===== src/rtl/servo_pkg.sv =====
// Shared types, default timing constants and the width clamp for the servo frame scheduler.
package servo_pkg;

   localparam int unsigned CLK_PER_US = 100;
   localparam int unsigned FRAME_US   = 20000;
   localparam int unsigned SLOT_US    = 2500;
   localparam int unsigned MIN_US     = 500;
   localparam int unsigned MAX_US     = 2500;
   localparam int unsigned DEF_US     = 1500;
   localparam int unsigned US_W       = 12;

   typedef logic [1:0] servo_state_t;
   localparam servo_state_t S_IDLE  = 2'd0;
   localparam servo_state_t S_LOAD  = 2'd1;
   localparam servo_state_t S_PULSE = 2'd2;
   localparam servo_state_t S_REST  = 2'd3;

   // Unsigned clamp of a commanded width into [lo, hi].
   function automatic logic [US_W-1:0] clamp_us(input logic [US_W-1:0] v,
                                                 input logic [US_W-1:0] lo,
                                                 input logic [US_W-1:0] hi);
      if (v < lo) begin
         return lo;
      end else if (v > hi) begin
         return hi;
      end else begin
         return v;
      end
   endfunction

endpackage


===== src/rtl/servo_frame_timer.sv =====
// Wrapping frame counter: frame-start strobe, registered frame_tick and the
// compare against the start of the slot a channel is waiting for.
module servo_frame_timer #(
   parameter int unsigned NCH        = 4,
   parameter int unsigned CLK_PER_US = servo_pkg::CLK_PER_US,
   parameter int unsigned FRAME_US   = servo_pkg::FRAME_US,
   parameter int unsigned SLOT_US    = servo_pkg::SLOT_US,
   localparam int unsigned SW        = $clog2(NCH + 1)
) (
   input  logic          clk,
   input  logic          rst,
   input  logic [SW-1:0] slot_idx,
   output logic          fs_c,
   output logic          slot_hit_c,
   output logic          frame_tick
);

   localparam int unsigned FRAME_CYC = FRAME_US * CLK_PER_US;
   localparam int unsigned SLOT_CYC  = SLOT_US * CLK_PER_US;
   localparam int unsigned FW        = $clog2(FRAME_CYC);

   logic [FW-1:0] fcnt_q;
   logic [31:0]   slot_start_c;

   always_ff @(posedge clk) begin
      if (rst) begin
         fcnt_q     <= '0;
         frame_tick <= 1'b0;
      end else begin
         fcnt_q     <= (32'(fcnt_q) == FRAME_CYC - 1) ? '0 : fcnt_q + FW'(1);
         frame_tick <= fs_c;
      end
   end

   // A slot boundary that lands exactly on the frame end coincides with the next frame start.
   always_comb begin
      slot_start_c = 32'(slot_idx) * SLOT_CYC;
      if (slot_start_c >= FRAME_CYC) begin
         slot_start_c = '0;
      end
   end

   assign fs_c       = (fcnt_q == '0);
   assign slot_hit_c = (32'(fcnt_q) == slot_start_c);

endmodule


===== src/rtl/servo_frame_scheduler.sv =====
// Time-multiplexes one pulse-width down-counter across NCH servo channels inside a
// fixed frame, with double-buffered, clamped width commands applied at frame start.
module servo_frame_scheduler #(
   parameter int unsigned NCH        = 4,
   parameter int unsigned CLK_PER_US = servo_pkg::CLK_PER_US,
   parameter int unsigned FRAME_US   = servo_pkg::FRAME_US,
   parameter int unsigned SLOT_US    = servo_pkg::SLOT_US,
   parameter int unsigned MIN_US     = servo_pkg::MIN_US,
   parameter int unsigned MAX_US     = servo_pkg::MAX_US,
   parameter int unsigned DEF_US     = servo_pkg::DEF_US,
   localparam int unsigned CHW       = $clog2(NCH)
) (
   input  logic           clk,
   input  logic           rst,
   input  logic           cmd_valid,
   output logic           cmd_ready,
   input  logic [CHW-1:0] cmd_ch,
   input  logic [11:0]    cmd_us,
   input  logic [NCH-1:0] ch_en,
   output logic [NCH-1:0] servo_out,
   output logic           frame_tick,
   output logic           busy
);

   import servo_pkg::servo_state_t;
   import servo_pkg::S_IDLE;
   import servo_pkg::S_LOAD;
   import servo_pkg::S_PULSE;
   import servo_pkg::S_REST;
   import servo_pkg::US_W;
   import servo_pkg::clamp_us;

   localparam int unsigned    SW         = $clog2(NCH + 1);
   localparam int unsigned    CW         = $clog2(MAX_US * CLK_PER_US + 1);
   localparam bit             FULL_FRAME = (NCH * SLOT_US == FRAME_US);
   localparam logic [CHW-1:0] LAST_CH    = CHW'(NCH - 1);

   logic [US_W-1:0] shadow_q [NCH];
   logic [US_W-1:0] active_q [NCH];
   logic [NCH-1:0]  mask_q;

   servo_state_t    state_q, state_d;
   logic [CHW-1:0]  ch_q, ch_d, nxt_ch_c, ld_ch_c;
   logic [CW-1:0]   cnt_q, cnt_d;
   logic [NCH-1:0]  out_d;
   logic            slot_hit_q;
   logic            fs_c, slot_hit_c, ld_c, adv_c;
   logic [SW-1:0]   slot_idx_c;

   assign slot_idx_c = SW'(ch_q) + SW'(1);

   servo_frame_timer #(
      .NCH        (NCH),
      .CLK_PER_US (CLK_PER_US),
      .FRAME_US   (FRAME_US),
      .SLOT_US    (SLOT_US)
   ) u_timer (
      .clk        (clk),
      .rst        (rst),
      .slot_idx   (slot_idx_c),
      .fs_c       (fs_c),
      .slot_hit_c (slot_hit_c),
      .frame_tick (frame_tick)
   );

   // Command shadow registers; copied to the active set only at frame start.
   always_ff @(posedge clk) begin
      if (rst) begin
         cmd_ready <= 1'b0;
         mask_q    <= '0;
         for (int i = 0; i < NCH; i++) begin
            shadow_q[i] <= US_W'(DEF_US);
            active_q[i] <= US_W'(DEF_US);
         end
      end else begin
         cmd_ready <= 1'b1;
         if (cmd_valid && cmd_ready && (32'(cmd_ch) < NCH)) begin
            shadow_q[cmd_ch] <= clamp_us(cmd_us, US_W'(MIN_US), US_W'(MAX_US));
         end
         if (fs_c) begin
            for (int i = 0; i < NCH; i++) begin
               active_q[i] <= shadow_q[i];
            end
            mask_q <= ch_en;
         end
      end
   end

   always_ff @(posedge clk) begin
      if (rst) begin
         state_q    <= S_IDLE;
         ch_q       <= '0;
         cnt_q      <= '0;
         servo_out  <= '0;
         busy       <= 1'b0;
         slot_hit_q <= 1'b0;
      end else begin
         state_q    <= state_d;
         ch_q       <= ch_d;
         cnt_q      <= cnt_d;
         servo_out  <= out_d;
         busy       <= (state_d != S_IDLE);
         slot_hit_q <= slot_hit_c;
      end
   end

   // A pulse as long as the slot ends one cycle past the next boundary, so the
   // next channel's load is folded into that final pulse cycle to keep slot timing.
   always_comb begin
      state_d  = state_q;
      ch_d     = ch_q;
      cnt_d    = cnt_q;
      out_d    = servo_out;
      ld_c     = 1'b0;
      ld_ch_c  = ch_q;
      adv_c    = 1'b0;
      nxt_ch_c = (ch_q == LAST_CH) ? '0 : ch_q + CHW'(1);

      case (state_q)
         S_IDLE: begin
            if (fs_c) begin
               ch_d    = '0;
               state_d = S_LOAD;
            end
         end
         S_LOAD: ld_c = 1'b1;
         S_PULSE: begin
            if (cnt_q == CW'(1)) begin
               out_d = '0;
               if (slot_hit_c) begin
                  adv_c = 1'b1;
               end else if (slot_hit_q) begin
                  if (ch_q == LAST_CH && !FULL_FRAME) begin
                     state_d = S_IDLE;
                  end else begin
                     ch_d    = nxt_ch_c;
                     ld_c    = 1'b1;
                     ld_ch_c = nxt_ch_c;
                  end
               end else begin
                  state_d = S_REST;
               end
            end else begin
               cnt_d = cnt_q - CW'(1);
            end
         end
         S_REST: begin
            if (slot_hit_c) begin
               adv_c = 1'b1;
            end
         end
         default: state_d = S_IDLE;
      endcase

      if (adv_c) begin
         if (ch_q == LAST_CH && !FULL_FRAME) begin
            state_d = S_IDLE;
         end else begin
            ch_d    = nxt_ch_c;
            state_d = S_LOAD;
         end
      end

      if (ld_c) begin
         cnt_d = CW'(32'(active_q[ld_ch_c]) * CLK_PER_US);
         if (mask_q[ld_ch_c]) begin
            out_d   = NCH'(1) << ld_ch_c;
            state_d = S_PULSE;
         end else begin
            state_d = S_REST;
         end
      end
   end

endmodule


===== config.mk =====
export PLATFORM = sky130hd
export DESIGN_NAME = servo_frame_scheduler
export DESIGN_NICKNAME = d
export VERILOG_FILES = /design/src/rtl/servo_pkg.sv /design/src/rtl/servo_frame_timer.sv /design/src/rtl/servo_frame_scheduler.sv
export SDC_FILE = /design/constraint.sdc
export NUM_CORES = 1
export LEC_CHECK = 0
export BUFFER_PORTS_ARGS = -buffer_cell sky130_fd_sc_hd__buf_4
export CAP_MARGIN = 20
export CORE_MARGIN = 4
export CORE_UTILIZATION = 60
export DETAILED_ROUTE_END_ITERATION = 10
export HOLD_SLACK_MARGIN = 0.02
export PLACE_DENSITY = 0.77
export SYNTH_ARGS = -nofsm -noshare
export SYNTH_HDL_FRONTEND = slang
export SYNTH_SLANG_ARGS = --single-unit

===== constraint.sdc =====
create_clock -name clk -period 19.2 [get_ports clk]
set_input_delay 1.92 -clock clk [delete_from_list [all_inputs] [get_ports clk]]
set_output_delay 1.92 -clock clk [all_outputs]
set_load 0.01 [all_outputs]

==> impl_metrics.env <==
export IMPL_outcome="complete, no violations"
export IMPL_vias_per_cell=5.76
export IMPL_crit_slowest_cell="nor2b_1"
export IMPL_portBuffers=27
export IMPL_fin_nets=883
export IMPL_setup_viol=0
export IMPL_final_core_util_pct=68.5
export IMPL_post_cts_buffers=0
export IMPL_worst_hold_path_type="register to register"
export IMPL_htree_levels=4
export IMPL_routed_wl_um=16100
export IMPL_syn_nets=860
export IMPL_dieArea_mm2=0.0155
export IMPL_peakVddDrop_mv=0.0620
export IMPL_track_usage_pct=21.5
export IMPL_p_leak_nw=3.44
export IMPL_grt_max_degree=50
export IMPL_fin_cells=986
export IMPL_slew_headroom_pct=41.0
export IMPL_crit_top_cell="ha_1"
export IMPL_synth_seq_cells=151
export IMPL_stdcell_area_mm2=0.00907
export IMPL_synth_area_leaders="edfxtp_1 (35%), dfxtp_1 (14%), ha_1 (8.9%)"
export IMPL_hold_viol_final=0
export IMPL_diodes=0
export IMPL_ys_types=64
export IMPL_criticalPathCategory="register to register"
export IMPL_fin_crit_sh_pct=40.2
export IMPL_coreArea_mm2=0.0132
export IMPL_cts_buffer_depth=2
export IMPL_worstSetupEndpointType="register"
export IMPL_crit_path_max_incr_delay_ns=0.76
export IMPL_fp_dieH_um=124
export IMPL_num_fill_cells=984
export IMPL_cts_tree="built"
export IMPL_syn_area_mm2=0.00814
export IMPL_yosys_cell_count_top_type="edfxtp_1"
export IMPL_initial_core_util_pct=61.5
export IMPL_rsz0062_at_grt="no"
export IMPL_hpwl_um=11800
export IMPL_setup_tns_ns=0
export IMPL_worstPathRequired_ns=19.53
export IMPL_setup_ws_ns=11.48
export IMPL_antenna_found_initial=0
export IMPL_vias=5677
export IMPL_start_kind="register"
export IMPL_core_rowCount=42
export IMPL_drt_first_pass_iters=6
export IMPL_synth_top_cell_by_area="edfxtp_1"
export IMPL_placed_cell_area_mm2=0.00848
export IMPL_clock_root_buffer="clkbuf_16"
export IMPL_cts_sinks=151
export IMPL_ctsHoldBuffers=0
export IMPL_clock_skew_ns=0.00991
export IMPL_die_x_um=124
export IMPL_tightest_slew_ns=0.883
export IMPL_power_density_mw_per_mm2=99.9
export IMPL_synthCells=774
export IMPL_ant_nets=0
export IMPL_ys_async_sr_fraction_pct=0
export IMPL_p_total_mw=0.907
export IMPL_drc_errors=0
export IMPL_period_needed_ns=7.72
export IMPL_wl_per_cell_um=16.3
export IMPL_yosysWarnings=0
export IMPL_grt_pass1_vias=5703
export IMPL_clk_latency_ns=0.42
export IMPL_whs_ns=0.499
export IMPL_maxCapViolations=0
export IMPL_synth_flop_cell="edfxtp_1"
export IMPL_seq_area_frac_synth_pct=48.9
export IMPL_drive_above_1_share_pct=11.1
export IMPL_gp_congestion=0.888
export IMPL_crit_fanout=11
export IMPL_synth_edf_count=96
export IMPL_grt_overflow=0
export IMPL_cts_inserted_buffers=17
export IMPL_place_ws_ns=11.55
export IMPL_cts_resized=0
export IMPL_drv_slew=0
export IMPL_critPathArrivalTime_ns=8.05
export IMPL_path_clk_slew_ns=0.07
export IMPL_area_delta_synth_final_pct=11.5
export IMPL_drt_iter0_markers=383
export IMPL_syn_area_per_cell_um2=10.5
export IMPL_post_synth_top_area_fraction_pct=35.4
export IMPL_place_inst=954
export IMPL_grt_first_pass_wirelength_um=27400
export IMPL_max_freq_mhz=130
export IMPL_synth_commonest_cells="edfxtp_1 (96), nor2_1 (86), ha_1 (58)"
export IMPL_io_pin_count=28
==> registers in the layout, indices dropped and copies added (netlist names), 2 cells and up <==
signal	cells
active_q	48
shadow_q	48
u_timer.fcnt_q	21
cnt_q	18
mask_q	4
servo_out	4
ch_q	2
state_q	2
==> cell type report <==
cell class,count,area [µm²],area share [%]
sequential,151,3980,43.9
multi-input combinational,549,3870,42.7
clock buffer,17,425,4.69
timing repair buffer,30,225,2.48
tap,176,220,2.43
inverter,48,180,1.99
clock inverter,15,166,1.83
==> final timing paths <==
path                  start        endpoint  slack [ns]  cells past startpoint
min reg2reg  shadow_q[3][7]  active_q[3][7]        0.50                      1
max reg2reg         ch_q[0]       cnt_q[16]       11.48                     27
min          shadow_q[3][7]  active_q[3][7]        0.50                      1
max                 ch_q[0]       cnt_q[16]       11.48                     27
==> layout by cell type, fill, tap and decap left out, drive strengths merged, types with 4 or more instances in the layout <==
master and instances:
nand2 52, inv 53, o21ai 14, clkinv 7, edfxtp 96, xor2 28, a211oi 13, nor3 16
nand3 19, o41ai 6, o21bai 5, a22oi 6, o22ai 14, nand2b 35, mux2i 8, a22o 6
or2 10, nor2b 8, xnor2 23, nor3b 4, nor2 86, nand4 6, dfxtp 55, a221oi 6
ha 58, fa 7, nor4 13, mux2 4, and2 29, and3 11, buf 30, or3 12
clkbuf 17, a21oi 21
==> worst max-delay path: cells and delay by family, from the launching register on <==
kind / cells / cell delay (ns)
mux: 1 / 0.69
fa+ha+maj: 6 / 2.03
buf+inv: 1 / 0.24
simple gates: 4 / 1.12
compound gates: 13 / 2.68
xor+xnor: 2 / 0.34
flops: 1 / 0.56
==> logic make-up after synthesis <==
group           count (synthesis)  share of synthesized area (%)
compound gates                113                           10.1
buf+inv                        74                           3.69
flops                         151                           48.9
simple gates                  308                           19.4
fa+ha+maj                      65                           10.6
mux                            12                           1.74
xor+xnor                       51                           5.49
==> per-layer routing <==
layer	up-vias	GRT usage (%)	wire [µm]
met4	0	8.38	372
met2	157	34.4	7590
met1	2685	29.0	7400
met5	-	0	0
met3	35	4.25	754
li1	2800	-	-
==> where the power goes <==
part	total [mW]	switching, mW	internal, mW
registers	0.386	0.0155	0.370
logic	0.188	0.108	0.0803
clock network	0.333	0.139	0.194
(Power assumes the default switching activity.)
